File: config.mk
export PLATFORM = sky130hd
export DESIGN_NAME = pipe_sched_rr
export DESIGN_NICKNAME = d
export VERILOG_FILES = /design/src/rtl/pipe_sched_pkg.sv /design/src/rtl/pipe_sched_track.sv /design/src/rtl/pipe_sched_rr.sv
export SDC_FILE = /design/constraint.sdc
export NUM_CORES = 1
export LEC_CHECK = 0
export BUFFER_PORTS_ARGS = -buffer_cell sky130_fd_sc_hd__buf_2
export CAP_MARGIN = 40
export CORE_UTILIZATION = 45
export DETAILED_ROUTE_END_ITERATION = 8
export HOLD_SLACK_MARGIN = 0.02
export PLACE_DENSITY_LB_ADDON = 0.08
export REMOVE_ABC_BUFFERS = 1
export SLEW_MARGIN = 20
export SYNTH_ARGS = -nofsm -noshare
export SYNTH_HDL_FRONTEND = slang
export SYNTH_SLANG_ARGS = --single-unit
File: constraint.sdc
create_clock -name clk -period 3.62 [get_ports clk]
set_input_delay 0 -clock clk [delete_from_list [all_inputs] [get_ports clk]]
set_output_delay 0 -clock clk [all_outputs]
set_load 0.03 [all_outputs]
File: src/rtl/pipe_sched_pkg.sv
// Shared constants and types for the two-requester pipelined scheduler.
// Optional feature macro used by the top: PIPE_SCHED_FIXED_PRIO_EN.
package pipe_sched_pkg;

    localparam int LATENCY_DEF = 21;
    localparam int WIDTH_DEF   = 32;
    localparam int TAG_W_DEF   = 4;

    typedef enum logic {
        REQ0 = 1'b0,
        REQ1 = 1'b1
    } req_id_t;

    typedef struct packed {
        logic                 valid;
        req_id_t              id;
        logic [TAG_W_DEF-1:0] tag;
    } track_entry_t;

endpackage

File: src/rtl/pipe_sched_track.sv
// LATENCY-deep tracker: shifts {valid, id, tag} alongside the shared datapath.
// All stages clear asynchronously so in-flight ops are dropped on reset.
module pipe_sched_track
    import pipe_sched_pkg::*;
#(
    parameter int LATENCY = LATENCY_DEF,
    parameter int TAG_W   = TAG_W_DEF
) (
    input  logic             clk,
    input  logic             rst_n,
    input  logic             in_valid,
    input  req_id_t          in_id,
    input  logic [TAG_W-1:0] in_tag,
    output logic             out_valid,
    output req_id_t          out_id,
    output logic [TAG_W-1:0] out_tag
);

    logic             stage_vld [LATENCY];
    req_id_t          stage_id  [LATENCY];
    logic [TAG_W-1:0] stage_tag [LATENCY];

    always_ff @(posedge clk or negedge rst_n) begin
        if (!rst_n) begin
            for (int i = 0; i < LATENCY; i++) begin
                stage_vld[i] <= 1'b0;
                stage_id[i]  <= REQ0;
                stage_tag[i] <= '0;
            end
        end else begin
            stage_vld[0] <= in_valid;
            stage_id[0]  <= in_id;
            stage_tag[0] <= in_tag;
            for (int i = 1; i < LATENCY; i++) begin
                stage_vld[i] <= stage_vld[i-1];
                stage_id[i]  <= stage_id[i-1];
                stage_tag[i] <= stage_tag[i-1];
            end
        end
    end

    assign out_valid = stage_vld[LATENCY-1];
    assign out_id    = stage_id[LATENCY-1];
    assign out_tag   = stage_tag[LATENCY-1];

endmodule

File: src/rtl/pipe_sched_rr.sv
// Round-robin scheduler sharing one fixed-latency datapath between two requesters.
// Define PIPE_SCHED_FIXED_PRIO_EN to make requester 0 win every tie instead.
module pipe_sched_rr
    import pipe_sched_pkg::*;
#(
    parameter  int LATENCY = LATENCY_DEF,
    parameter  int WIDTH   = WIDTH_DEF,
    parameter  int TAG_W   = TAG_W_DEF,
    localparam int CNT_W   = $clog2(LATENCY + 1)
) (
    input  logic             clk,
    input  logic             GlobalReset,
    input  logic             req0_valid,
    input  logic [WIDTH-1:0] req0_data,
    input  logic [TAG_W-1:0] req0_tag,
    output logic             req0_ready,
    input  logic             req1_valid,
    input  logic [WIDTH-1:0] req1_data,
    input  logic [TAG_W-1:0] req1_tag,
    output logic             req1_ready,
    input  logic             hold,
    output logic [WIDTH-1:0] pipe_in,
    output logic             pipe_in_valid,
    input  logic [WIDTH-1:0] pipe_out,
    output logic             rsp0_valid,
    output logic [WIDTH-1:0] rsp0_data,
    output logic [TAG_W-1:0] rsp0_tag,
    output logic             rsp1_valid,
    output logic [WIDTH-1:0] rsp1_data,
    output logic [TAG_W-1:0] rsp1_tag,
    output logic [CNT_W-1:0] inflight,
    output logic             idle
);

    logic             grant0;
    logic             grant1;
    logic             issue;
    req_id_t          grant_id;
    logic [TAG_W-1:0] grant_tag;
    logic             retire;
    req_id_t          retire_id;
    logic [TAG_W-1:0] retire_tag;
    logic             can_grant;

    // Reset is part of the grant qualifier so nothing issues while it is held.
    assign can_grant = GlobalReset & ~hold;

`ifdef PIPE_SCHED_FIXED_PRIO_EN
    always_comb begin
        grant0 = can_grant & req0_valid;
        grant1 = can_grant & req1_valid & ~req0_valid;
    end
`else
    req_id_t last_grant;

    always_comb begin
        grant0 = can_grant & req0_valid & (~req1_valid | (last_grant == REQ1));
        grant1 = can_grant & req1_valid & (~req0_valid | (last_grant == REQ0));
    end

    always_ff @(posedge clk or negedge GlobalReset) begin
        if (!GlobalReset) begin
            last_grant <= REQ1;
        end else if (grant0 || grant1) begin
            last_grant <= grant1 ? REQ1 : REQ0;
        end
    end
`endif

    assign issue      = grant0 | grant1;
    assign grant_id   = grant1 ? REQ1 : REQ0;
    assign req0_ready = grant0;
    assign req1_ready = grant1;

    always_comb begin
        pipe_in   = '0;
        grant_tag = '0;
        if (grant0) begin
            pipe_in   = req0_data;
            grant_tag = req0_tag;
        end else if (grant1) begin
            pipe_in   = req1_data;
            grant_tag = req1_tag;
        end
    end

    assign pipe_in_valid = issue;

    pipe_sched_track #(
        .LATENCY (LATENCY),
        .TAG_W   (TAG_W)
    ) u_track (
        .clk       (clk),
        .rst_n     (GlobalReset),
        .in_valid  (issue),
        .in_id     (grant_id),
        .in_tag    (grant_tag),
        .out_valid (retire),
        .out_id    (retire_id),
        .out_tag   (retire_tag)
    );

    // Retiring op is steered by its recorded id; results are never back-pressured.
    always_comb begin
        rsp0_valid = retire & (retire_id == REQ0);
        rsp1_valid = retire & (retire_id == REQ1);
        rsp0_tag   = rsp0_valid ? retire_tag : '0;
        rsp1_tag   = rsp1_valid ? retire_tag : '0;
    end

    assign rsp0_data = pipe_out;
    assign rsp1_data = pipe_out;

    always_ff @(posedge clk or negedge GlobalReset) begin
        if (!GlobalReset) begin
            inflight <= '0;
        end else if (issue && !retire) begin
            inflight <= inflight + 1'b1;
        end else if (!issue && retire) begin
            inflight <= inflight - 1'b1;
        end
    end

    assign idle = (inflight == '0);

endmodule

==> key figures <==
Timing
  • Slew headroom: 0.503
  • Final Hold Vio Count: 0
  • RSZ-0062 raised after global routing: no
  • Final Critical Period: between 3 and 4 ns
  • Skew final: 0.00813 ns
  • Max-slew violation count: 0
  • Min Hold Slack: 0.0551 ns
  • Max Clk Rate: 330 MHz
  • Tightest Pin Transition: around 0.74 ns
  • # setup viols final: 0
  • Period utilisation layout: 0.837
  • Setup TNS: 0 ns
  • Setup slack after layout: approximately 0.59 ns

GRT
  • GRT Total Usage: 0.199
  • Total grt overflow: 0
  • Vias in the first global route: around 2600
  • Initial antenna violation count: 0
  • Largest net degree at the start of global routing: 59
  • First-pass GRT wire length: between 10000 and 15000 um

Floorplanning
  • Core area: around 9800 um2
  • Initial Util: 0.464
  • FP Rows: 36
  • DIE AREA: 10500 um2
  • Num ports: approximately 220
  • Die width: 102 um
  • Die Span Y: 102 um

Logic synthesis
  • Synth warn: 0
  • Sequential area share after synthesis: 0.729
  • Most instantiated library cell after synthesis: dfrtp_1
  • Post-synth EDFFs: 0
  • Largest cells by area after synthesis: dfrtp_1 (72%), buf_4 (11%), a22o_1 (7.0%)
  • Mean Syn Cell Area: between 15 and 20 um2
  • Asr flop ratio synth: 1.00
  • Syn Inst Count: between 200 and 300
  • Cell taking the most area after synthesis: dfrtp_1
  • Post-synth top area share: 0.724
  • Commonest cells post-synth: dfrtp_1 (131), buf_4 (65), a22o_1 (36)
  • Mapped cell area: about 4500 um2
  • Unique masters post-synth: 34
  • Flops & latches, synth: around 130
  • Top_reg_cell synth: dfrtp_1

Routing
  • DRC viols: 0
  • Routed WL: slightly below 10000 um
  • Drt wl/cell: 17.5 um
  • ANT nets after route: 0
  • DR vias/cell: between 4 and 5
  • Vias: 2695
  • Router iterations before antenna repair: 4
  • Initial DRC Count: about 100

CTS
  • Reg clk slew, reported paths: about 0.05 ns
  • Clk sinks: roughly 130
  • CTS tree: done
  • # H-tree levels: 4
  • Clk buf depth: 2
  • Post-cts resize count: 0
  • Clk root buf: clkbuf_8
  • Clk_lat worst skew: between 0.5 and 0.6 ns
  • Total CTS buffers: 17

Critical path
  • Critical-path maximum fanout: 6
  • Crit path DAT: roughly 3.4 ns
  • CP Launch Type: flop
  • Kind of critical path: flop to flop
  • CP required: ~4.0 ns
  • CP endpoint kind: flop

Pwr
  • Pwr per Cell Area: 661 nW/um2
  • Leakage Power: 3.13 nW
  • Tot Pwr: between 3 and 4 mW
  • Maximum VDD drop: around 0.34 mV

Cells and area
  • Area Overhead vs Synth: 29.8%
  • Layout cells sized above 1: 0.393
  • Non-filler cells, final: about 560
  • Fin nets: between 500 and 600
  • Diodes inserted: 0
  • Layout Utilization: 0.602
  • Cell area after layout: roughly 5900 um2

Placed design
  • IO buf count: 127
  • Cells after DPL: roughly 480
  • Dpl hpwl: roughly 6400 um
  • RePlAce Congestion: roughly 0.77
  • Placed cell areas: 4860 um2
  • DP Worst Slack: 1.02 ns

Min path
  • Worst hold path class: primary input to flop

Run
  • Max Cap Viol: 0

Status
  • Status: complete, no violations
-- cells by family after synthesis --
| logic type | synth area share |
|---|---|
| DFF | 0.729 |
| and+or+nand+nor | 0.0353 |
| AOI/OAI and AO/OA | 0.0887 |
| muxes | 0.00469 |
| buffers and inverters | 0.123 |
| xor gates and xnor gates | 0.00387 |
| adders and majority gates | 0.0155 |
-- path summary, 6_finish.rpt --
path	startpoint	to	slack [ns]	depth (start not counted)
max	last_grant	inflight[4]	0.59	10
min	req0_valid	u_track.stage_vld[20]	0.06	4
max reg2reg	last_grant	inflight[4]	0.59	10
min reg2reg	u_track.stage_tag[43]	u_track.stage_tag[39]	0.34	0
max in group asynchronous	GlobalReset	u_track.stage_tag[43]	2.31	5
min in group asynchronous	GlobalReset	u_track.stage_tag[34]	0.25	3
-- cells in the final DEF, fill, tap and decap left out, types with 2 or more instances in the layout --
cell type,n
a22o_1,36
nand3_1,3
clkbuf_8,2
inv_1,3
xnor2_1,2
and3_1,4
nand2_1,3
a21oi_1,2
bufinv_16,3
buf_4,4
clkinvlp_4,6
ha_1,4
nand3b_1,3
buf_2,126
dlygate4sd3_1,44
dfrtp_1,131
nor2_1,3
clkbuf_16,16
or4_1,2
and2_1,5
-- sequential cells by signal (all words and copies together) (netlist names) --
name               cells
last_grant             1
u_track.out_valid      1
u_track.out_tag        4
u_track.out_id         1
u_track.stage_vld     20
u_track.stage_tag     80
u_track.stage_id      20
inflight               5
-- repair_timing --
action,4_1_cts,5_1_grt
endpoints found under the hold margin,127,0
hold buffers,44,0
setup endpoints to repair,0,0
setup buffers,0,0
-- per-layer routing --
layer / routed length (um) / up-vias / track usage
met2: 4440 / 146 / 0.273
li1: - / 1174 / -
met1: 4350 / 1359 / 0.273
met3: 852 / 16 / 0.0978
met4: 134 / 0 / 0.0703
met5: 0 / - / 0.0192
-- critical path, cell delays in order (launching register included) --
cell and delay [ns]:
dfstp_2 0.53, inv_1 0.05, a21oi_2 0.14, dlygate4sd3_1 0.55, or2_1 0.14, ha_1 0.25
inv_1 0.14, ha_1 0.37, or4_1 0.54, o211ai_2 0.09, o211ai_1 0.09
-- power by group --
part	leakage [nW]	total [mW]	switching, mW	internal [mW]
sequential	1.78	1.65	0.0650	1.59
clock	0.267	1.65	0.595	1.06
combinational	1.08	0.583	0.378	0.205
-- layout make-up --
type / count / area, um2
clock inverter: 12 / 158
inverter: 4 / 15.0
tap: 133 / 166
sequential: 132 / 3300
fill: 785 / 3890
timing repair buffer: 176 / 1140
multi-input combinational: 83 / 671
clock buffer: 18 / 428
No activity file was read; power rests on OpenSTA's default activity.
